<file path="src/rtl/nibble_packer.sv">
// Packs a stream of 4-bit nibbles (LSB first) into NIBBLES_PER_WORD-nibble words behind a one-entry output buffer.
// Optional `define NIBBLE_PACKER_MAX_EN adds MAX_NIBBLE, the largest nibble of each emitted word.
module nibble_packer #(
  parameter int NIBBLES_PER_WORD = 8,
  parameter int CNT_W            = 4
) (
  input  logic                          CLK,
  input  logic                          RESET,
  input  logic [3:0]                    NIBBLE_IN,
  input  logic                          NIBBLE_VALID,
  output logic                          NIBBLE_READY,
  input  logic                          FLUSH,
  output logic [4*NIBBLES_PER_WORD-1:0] DATA_OUT,
  output logic                          DATA_VALID,
  input  logic                          DATA_READY,
  output logic [CNT_W-1:0]              NIBBLE_COUNT
`ifdef NIBBLE_PACKER_MAX_EN
  ,
  output logic [3:0]                    MAX_NIBBLE
`endif
);

  localparam int                W        = 4 * NIBBLES_PER_WORD;
  localparam logic [CNT_W-1:0] LAST_IDX = CNT_W'(NIBBLES_PER_WORD - 1);

  typedef enum logic {
    EMPTY = 1'b0,
    FULL  = 1'b1
  } out_state_e;

  out_state_e       state_r;
  out_state_e       state_next_s;
  logic [CNT_W-1:0] cnt_r;
  logic [CNT_W-1:0] cnt_inc_s;
  logic [W-1:0]     asm_r;
  logic [W-1:0]     merged_s;
  logic [W-1:0]     data_r;
  logic [CNT_W-1:0] count_r;
  logic             last_s;
  logic             accept_s;
  logic             can_load_s;
  logic             close_s;
  logic             nibble_ready_s;

  // Handshake decode: ready only drops when a close would be needed but the buffer cannot take it.
  always_comb begin
    last_s         = (cnt_r == LAST_IDX);
    nibble_ready_s = !((state_r == FULL) && !DATA_READY && (last_s || FLUSH));
    accept_s       = NIBBLE_VALID && nibble_ready_s;
    can_load_s     = (state_r == EMPTY) || DATA_READY;
    close_s        = can_load_s &&
                     ((accept_s && last_s) || (FLUSH && ((cnt_r != '0) || accept_s)));
    cnt_inc_s      = cnt_r + {{(CNT_W-1){1'b0}}, accept_s};
  end

  // Assembly word including this cycle's nibble; unfilled slots are already zero.
  always_comb begin
    merged_s = asm_r;
    for (int k = 0; k < NIBBLES_PER_WORD; k++) begin
      if (accept_s && (cnt_r == CNT_W'(k))) begin
        merged_s[4*k +: 4] = NIBBLE_IN;
      end else begin
        merged_s[4*k +: 4] = asm_r[4*k +: 4];
      end
    end
  end

  // Output buffer next state: a close refills it even while it is being drained.
  always_comb begin
    state_next_s = state_r;
    case (state_r)
      EMPTY: begin
        if (close_s) begin
          state_next_s = FULL;
        end else begin
          state_next_s = EMPTY;
        end
      end
      FULL: begin
        if (close_s) begin
          state_next_s = FULL;
        end else if (DATA_READY) begin
          state_next_s = EMPTY;
        end else begin
          state_next_s = FULL;
        end
      end
      default: state_next_s = EMPTY;
    endcase
  end

  // Output buffer state register.
  always_ff @(posedge CLK or posedge RESET) begin
    if (RESET) begin
      state_r <= EMPTY;
    end else begin
      state_r <= state_next_s;
    end
  end

  // Assembly register and nibble counter.
  always_ff @(posedge CLK or posedge RESET) begin
    if (RESET) begin
      asm_r <= '0;
      cnt_r <= '0;
    end else if (close_s) begin
      asm_r <= '0;
      cnt_r <= '0;
    end else if (accept_s) begin
      asm_r <= merged_s;
      cnt_r <= cnt_inc_s;
    end else begin
      asm_r <= asm_r;
      cnt_r <= cnt_r;
    end
  end

  // Output word and count, loaded only on a close so they stay stable under backpressure.
  always_ff @(posedge CLK or posedge RESET) begin
    if (RESET) begin
      data_r  <= '0;
      count_r <= '0;
    end else if (close_s) begin
      data_r  <= merged_s;
      count_r <= cnt_inc_s;
    end else begin
      data_r  <= data_r;
      count_r <= count_r;
    end
  end

`ifdef NIBBLE_PACKER_MAX_EN
  logic [3:0] run_max_r;
  logic [3:0] run_max_next_s;
  logic [3:0] max_r;

  // Running maximum over accepted nibbles of the word being assembled.
  always_comb begin
    if (accept_s && (NIBBLE_IN > run_max_r)) begin
      run_max_next_s = NIBBLE_IN;
    end else begin
      run_max_next_s = run_max_r;
    end
  end

  // Running max restarts on each close; the emitted max travels with DATA_OUT.
  always_ff @(posedge CLK or posedge RESET) begin
    if (RESET) begin
      run_max_r <= 4'h0;
      max_r     <= 4'h0;
    end else if (close_s) begin
      run_max_r <= 4'h0;
      max_r     <= run_max_next_s;
    end else begin
      run_max_r <= run_max_next_s;
      max_r     <= max_r;
    end
  end

  assign MAX_NIBBLE = max_r;
`endif

  assign NIBBLE_READY = nibble_ready_s;
  assign DATA_OUT     = data_r;
  assign DATA_VALID   = (state_r == FULL);
  assign NIBBLE_COUNT = count_r;

endmodule

</file>
<file path="config.mk">
export PLATFORM = sky130hd
export DESIGN_NAME = nibble_packer
export DESIGN_NICKNAME = d
export VERILOG_FILES = /design/src/rtl/nibble_packer.sv
export SDC_FILE = /design/constraint.sdc
export NUM_CORES = 1
export LEC_CHECK = 0
export ABC_AREA = 0
export CAP_MARGIN = 20
export CORE_MARGIN = 5
export CORE_UTILIZATION = 52
export CTS_CLUSTER_DIAMETER = 100
export CTS_CLUSTER_SIZE = 20
export DETAILED_ROUTE_END_ITERATION = 16
export PLACE_DENSITY = 0.84
export SLEW_MARGIN = 10
export SYNTH_ARGS = -nofsm -noshare
export SYNTH_HDL_FRONTEND = slang
export SYNTH_SLANG_ARGS = --single-unit
</file>
<file path="constraint.sdc">
create_clock -name CLK -period 3.4 [get_ports CLK]
set_input_delay 0.68 -clock CLK [delete_from_list [all_inputs] [get_ports CLK]]
set_output_delay 0.68 -clock CLK [all_outputs]
set_load 0.03 [all_outputs]
</file>
==> Word-level counts from Yosys, hierarchy flattened <==
Index checks and enable logic that the tools add are counted.
{ "classes": {"addsub": 1, "n_mul": 0, "div": 0, "magnitude_cmp": 0, "eq_ne": 7, "shift": 0, "n_mux": 16, "n_bitwise": 1, "reduce_logical": 22} }
{ "ops": {"columns": ["op", "n"], "rows": [
  ["$mux W32", 2],
  ["$mux W4", 10],
  ["$eq A4 B3 Y1 const B", 4],
  ["$logic_and A1 B1 Y1", 13],
  ["$eq A4 B2 Y1 const B", 2],
  ["$add A4 B1 Y4", 1],
  ["$eq A4 B1 Y1 const B", 1],
  ["$logic_not A4 Y1", 1],
  ["$logic_or A1 B1 Y1", 4],
  ["$reduce_bool A4 Y1", 1],
  ["$mux W1", 3],
  ["$logic_not A1 Y1", 2],
  ["$pmux W1 S2", 1],
  ["$reduce_bool A2 Y1", 1],
  ["$not A1 Y1", 1]
]} }
{ "word_totals": {"register_bits": 73, "latch_bits": 0, "ram_bits": 0, "mem_bits_ro": 0, "in_bits": 9, "output_inout_bits": 38, "wordCells": 52, "n_memories": 0} }

==> Longest topological paths before layout <==
{ "depth": {"word_depth": 11, "ltp_mapped": 8, "depth_no_buf": 8} }

==> Worst setup path after synthesis <==
OpenSTA, ideal clock, no wires.
{ "synth_path": {"path_kind": "input-to-reg", "start": "input port NIBBLE_VALID", "end": "register data_r[10], in the netlist DATA_OUT[10]", "setup_ns": 0.125, "arrival_ns": 1.972, "required_time_ns": 3.275, "slack_ns": 1.303, "stages": 6, "path_buffers": 2, "path_cell_list": "buf_2 > and2b_1 > a31oi_1 > nor3_4 > buf_6 > mux2_4"} }
{ "synth_between": {"elab_chain_len": 5, "word_cells_on_any_way": 8, "cone_classes": "1 x mux; 7 x reduce/logical"} }
{ "synth_rtl": {"columns": ["element", "line_no", "text"], "rows": [
  ["from (decl)", "10", "input logic NIBBLE_VALID,"],
  ["$logic_and A1 B1 Y1 (*)", "49", "accept_s = NIBBLE_VALID && nibble_ready_s;"],
  ["$logic_or A1 B1 Y1", "52", "((accept_s && last_s) || (FLUSH && ((cnt_r != '0) || accept_s)));"],
  ["$logic_and A1 B1 Y1", "52", null],
  ["$logic_or A1 B1 Y1", "52", null],
  ["$logic_and A1 B1 Y1", "51", "close_s = can_load_s &&"],
  ["to (signal assigned)", "124", "data_r <= merged_s;"],
  ["to (signal assigned)", "127", "data_r <= data_r;"],
  ["to (decl)", "37", "logic [W-1:0] data_r;"]
]} }
Mark *: on every way between the ends. The rest lies on a longest branch, timed or not.
A chain may end at the register's enable or synchronous reset.

==> Worst setup path in the final report <==
{ "layout_path": {"start": "input port DATA_READY", "end": "output port NIBBLE_READY"} }
{ "layout_between": {"elab_chain_len": 4} }
{ "layout_rtl": {"columns": ["element", "line_no", "text"], "rows": [
  ["from (decl)", "15", "input logic DATA_READY,"],
  ["$logic_not A1 Y1", "48", "nibble_ready_s = !((state_r == FULL) && !DATA_READY && (last_s || FLUSH));"],
  ["$logic_and A1 B1 Y1 (2 in series)", "48", null],
  ["$logic_not A1 Y1", "48", null],
  ["to (decl)", "11", "output logic NIBBLE_READY,"]
]} }
Every way passes these cells.

==> results.cfg <==
[outcome]
outcome = finished clean

[final_layout]
mostFrequentLayoutCell = dfrtp_1
area_growth_pct = 23.3
fin_nets = 307
drive_above_1_share_pct = 20.3
final_cell_mix = dfrtp_1, clkdlybuf4s50_1, mux2i_1
fin_cells = 376
antennaDiodeCount = 0
postLayoutCellArea_um2 = 3980

[yosys]
synth_cell_types = 31
synth_nets = 257
yosysSeqAreaShare_pct = 56.6
yosysWarningCount = 0
synth_seq_cells = 73
synthFlopType = dfrtp_1
syn_avg_cell_area_um2 = 13.1
async_reset_ff_share_pct = 100
synth_edf_count = 0
netlist_area_um2 = 3230
syn_inst = 246

[timing]
rsz0062_at_grt = false
tightestPinTransition_ps = 614
timing.hold.ws_ps = 512
final-hold-violation-count = 0
setup_viol = 0
min_period_ps = 3070
tns_ps = 0
relSlewSlack_pct = 58.9
fmax_mhz = 326
fin_crit_sh_pct = 90.4
maxSlewViolCount = 0
skew_ps = 9.48

[power_and_ir_drop]
irDropWorstVdd_mv = 0.473
p_int_uw = 2050
pwr-share-comb_pct = 35.3
switching_share_pct = 32.8
netSwitchingPower_uw = 1000
p_per_area_nw_per_um2 = 766
seq_power_share_pct = 38.8
p_leak_uw = 0.00190
clkPwrFrac_pct = 25.8

[critical_path]
r2r_end = cnt_r[2]$_DFFE_PP0P_
cp_max_fo = 8
path_class = input pin to output port
slowest_delay_ps = 610
crit_path_frequent_cell = clkdlybuf4s50_1
crit_path_start_kind = input pin
r2r_slack_ps = 1240
crit_chain = clkdlybuf4s50_1 > nor2b_1 > o21a_1 > inv_1 > clkdlybuf4s50_1
worstReg2RegStart = cnt_r[1]$_DFFE_PP0P_
cp_slowest_cell = clkdlybuf4s50_1
arrival_ps = 2390
reg2reg_depth = 8
cp_data_required_time_ps = 2720
endpoint_kind = output port

[clock_network]
ctsResizeCount = 0
path_clk_slew_ps = 80
cts_setup_buffers = 0
clk_latency_ps = 350
postCtsHoldBufs = 0
cts_tree = yes
root_buffer = clkbuf_8
cts_made_buffers = 9
cts_sinks = 73
cts_buffer_depth = 2
htreeDepth = 3

[floorplanning]
die_h_um = 88.8
coreArea_um2 = 5990
io_pins = 47
dieArea_um2 = 7890
num_rows = 28
die_w_um = 88.8
start_util_pct = 53.9

[drt]
drt_iter0_markers = 114
viasPerCell = 5.34
postRouteAntennaNets = 0
num_vias = 2006
routedWlPerCell_um = 16.1
remaining_drc_errors = 0
firstDrtPassIters = 4
routed_wl_mm = 6.06

[grt]
grt_usage_pct = 17.4
grt_max_degree = 73
grt_pass1_vias = 2025
grt_pass1_wl_mm = 10.3
antenna_found_initial = 0
overflow = 0

[placed_design]
dpl.hpwl_mm = 4.05
dp.cells = 360
gp_congestion = 0.802
postPlaceCellArea_um2 = 3750
port_buffers = 46

[hold_path]
min_path_type = flop to flop
hold_end = DATA_OUT[14]$_DFFE_PP0P_
worstHoldStart = DATA_OUT[14]$_DFFE_PP0P_
min_delay_path_depth = 1

[job]
drv_cap = 0
per-stage QoR:
step	worst slack [ps]	total power [µW]	utilization, %
after CTS	329	3080	66.5
after detailed placement	351	2290	62.5
final	328	3050	66.5
after global routing	212	3210	66.5
after floorplan	867	1950	-
after global placement	383	2250	62.5
worst max-delay path: cells and delay by family:
kind | cells | cell delay [ps]
buf+inv | 3 | 1150
compound gates | 1 | 310
simple gates | 1 | 250
power groups by stage:
stage | Combinational, µW | Clock (µW) | Sequential (µW)
after global routing | 1160 | 842 | 1210
final | 1080 | 788 | 1190
after CTS | 1090 | 802 | 1190
after global placement | 1060 | 0 | 1190
after floorplan | 579 | 0 | 1370
after detailed placement | 1090 | 0 | 1200
worst max-delay path by stage:
| stage | slack [ps] | end | depth (start not counted) | start |
|---|---|---|---|---|
| global route | 210 | NIBBLE_READY | 5 | DATA_READY |
| finish | 330 | NIBBLE_READY | 5 | DATA_READY |
| detailed placement | 350 | NIBBLE_READY | 5 | DATA_READY |
| floorplan | 870 | DATA_OUT[0]$_DFFE_PP0P_ | 1 | RESET |
| global placement | 380 | NIBBLE_READY | 5 | DATA_READY |
| CTS | 330 | NIBBLE_READY | 5 | DATA_READY |
cell type report:
type | count | area [µm²]
clock buffer | 11 | 151
clock inverter | 5 | 85.1
fill | 440 | 2010
inverter | 20 | 75.1
multi-input combinational | 143 | 1250
sequential | 73 | 1830
tap | 75 | 93.8
timing repair buffer | 49 | 495
routing by layer:
metal  vias to the layer above  routed length, µm  track usage [%]
li1                        938                  -                -
met1                      1005               2770             24.6
met2                        54               2880             25.7
met3                         9                344             5.31
met4                         0                 74             5.77
met5                         -                  0                0
cell usage after synthesis, drive strengths merged, types with 2 or more instances:
cell type,instances,area [µm²]
a21oi,5,28.8
buf,10,72.6
dfrtp,73,1830
ha,2,25.0
inv,20,75.1
mux2,36,465
mux2i,32,320
nand3,5,25.0
nand3b,3,22.5
nand4,4,25.0
nor2,18,67.6
nor2b,17,106
nor3b,2,25.0
o21ai,5,25.0
or3,2,12.5
sequential cells by signal, summed over array words and instances, names as in the netlist:
| name | cells |
|---|---|
| DATA_OUT | 32 |
| DATA_VALID | 1 |
| cnt_r | 4 |
| asm_r | 32 |
| NIBBLE_COUNT | 4 |
kinds of logic after synthesis:
logic type / Yosys count / synth area share, %
compound gates: 12 / 2.09
xor+xnor: 2 / 0.543
flops: 73 / 56.6
mux: 68 / 24.3
buf+inv: 30 / 4.57
fa+ha+maj: 2 / 0.775
simple gates: 59 / 11.1
Power figures use the tool's default switching activity.
==> RTL change (same flow settings) <==
Build with the macro `NIBBLE_PACKER_MAX_EN` defined.
--- a/src/rtl/nibble_packer.sv
+++ b/src/rtl/nibble_packer.sv
@@ -1,5 +1,7 @@
 // Packs a stream of 4-bit nibbles (LSB first) into NIBBLES_PER_WORD-nibble words behind a one-entry output buffer.
 // Optional `define NIBBLE_PACKER_MAX_EN adds MAX_NIBBLE, the largest nibble of each emitted word.
+`define NIBBLE_PACKER_MAX_EN
+
 module nibble_packer #(
   parameter int NIBBLES_PER_WORD = 8,
   parameter int CNT_W            = 4
Behaviour (old outputs only; new: MAX_NIBBLE): unchanged (equiv_simple and equiv_induct, registers matched by name and starting in step).
==> RTL change against the unedited design <==
  * Power up 36%
  * Worst setup slack improved by 130 ps
  * Combinational power grew 67%
  * Sequential cell count increased by 8
  * Area after synthesis up 6.5%
  * Design area grew 6.0%
  * Count of clock-buffer cells in the layout is the same
  * Critical path type unchanged
  * Sequential power rose by 29%
  * Wire length is 20% higher
==> RTL change: results (changes against the unedited design) <==
Detailed routing
  • Via density: 5.46 (+2.3%)
  • WL met1: 3.31 mm (+20%)

Yosys
  • Largest cells by area after synthesis: dfrtp_1 (59%), mux2i_1 (11%), nor2_1 (8.8%)
  • Post-synth top cells: dfrtp_1 (81), nor2_1 (81), a21oi_1 (39), mux2i_1 (37), buf_2 (8)
  • Post-synthesis sequential area ratio: 58.9% (+2.3 points)
  • Synth unique cells: 33 (+6.5%)

Placed design
  • RePlAce Congestion: 0.821 (+2.3%)
  • Pre-CTS WS: 461 ps (+110 ps)
  • Hpwl dp: 4.62 mm (+14%)
  • Port buffer count: 50 (+8.7%)

Worst hold path
  • Hold Crit Start: NIBBLE_COUNT[0]$_DFFE_PP0P_

STA
  • Slew HR: 68.0% (+9.0 points)
  • Final min period: 2940 ps (-131 ps)

Pwr
  • VDD IR max: 0.702 mV (+48%)
  • Pleak: 2.07 nW (+9.3%)

Run status
  • Outcome: finished clean

Cells and area
  • Final net count: 372 (+21%)
  • Filler cell count in the final layout: 489 (+11%)
  • Final Non-Filler Cells: 439 (+17%)

Global route
  • First-pass GRT wire length: 12.2 mm (+18%)
  • GRT met3 Usage: 5.45% (+0.15 points)
  • Largest net degree at the start of global routing: 82 (+12%)
  • Global Route Usage Sum: 18.3% (+0.84 points)
  • M1 GR Usage: 25.2% (+0.53 points)

Worst setup path
  • R2r startpoint: cnt_r[0]$_DFFE_PP0P_
  • Reg-to-reg critical path endpoint: NIBBLE_COUNT[1]$_DFFE_PP0P_
  • Path depth of the worst reg2reg path: 5 (-3)
-- RTL change: cells by family (layout without fill, tap and decap cells) --
logic type	count (synthesis)	in the layout	share of synthesized area [%]
AND/OR/NAND/NOR	106	106	14.0
flip-flops	81	81	58.9
AO/OA/AOI/OAI	46	46	8.22
multiplexers	39	39	11.4
buffers and inverters	25	80	4.22
adder cells (fa/ha/maj)	6	6	2.18
XOR/XNOR	4	4	1.02
-- RTL change: layout make-up --
type	instances	area [um^2]	area share, %
multi-input combinational	201	1270	30.2
timing repair buffer	58	573	13.6
tap	77	96.3	2.28
clock inverter	5	77.6	1.84
clock buffer	11	151	3.59
sequential	81	2030	48.0
inverter	6	22.5	0.533
-- RTL change: report_power, final --
group          switching [W]  leakage, nW  internal (W)
clock               0.000341        0.115      0.000451
combinational        0.00108        0.930      0.000723
sequential          0.000222         1.03       0.00132
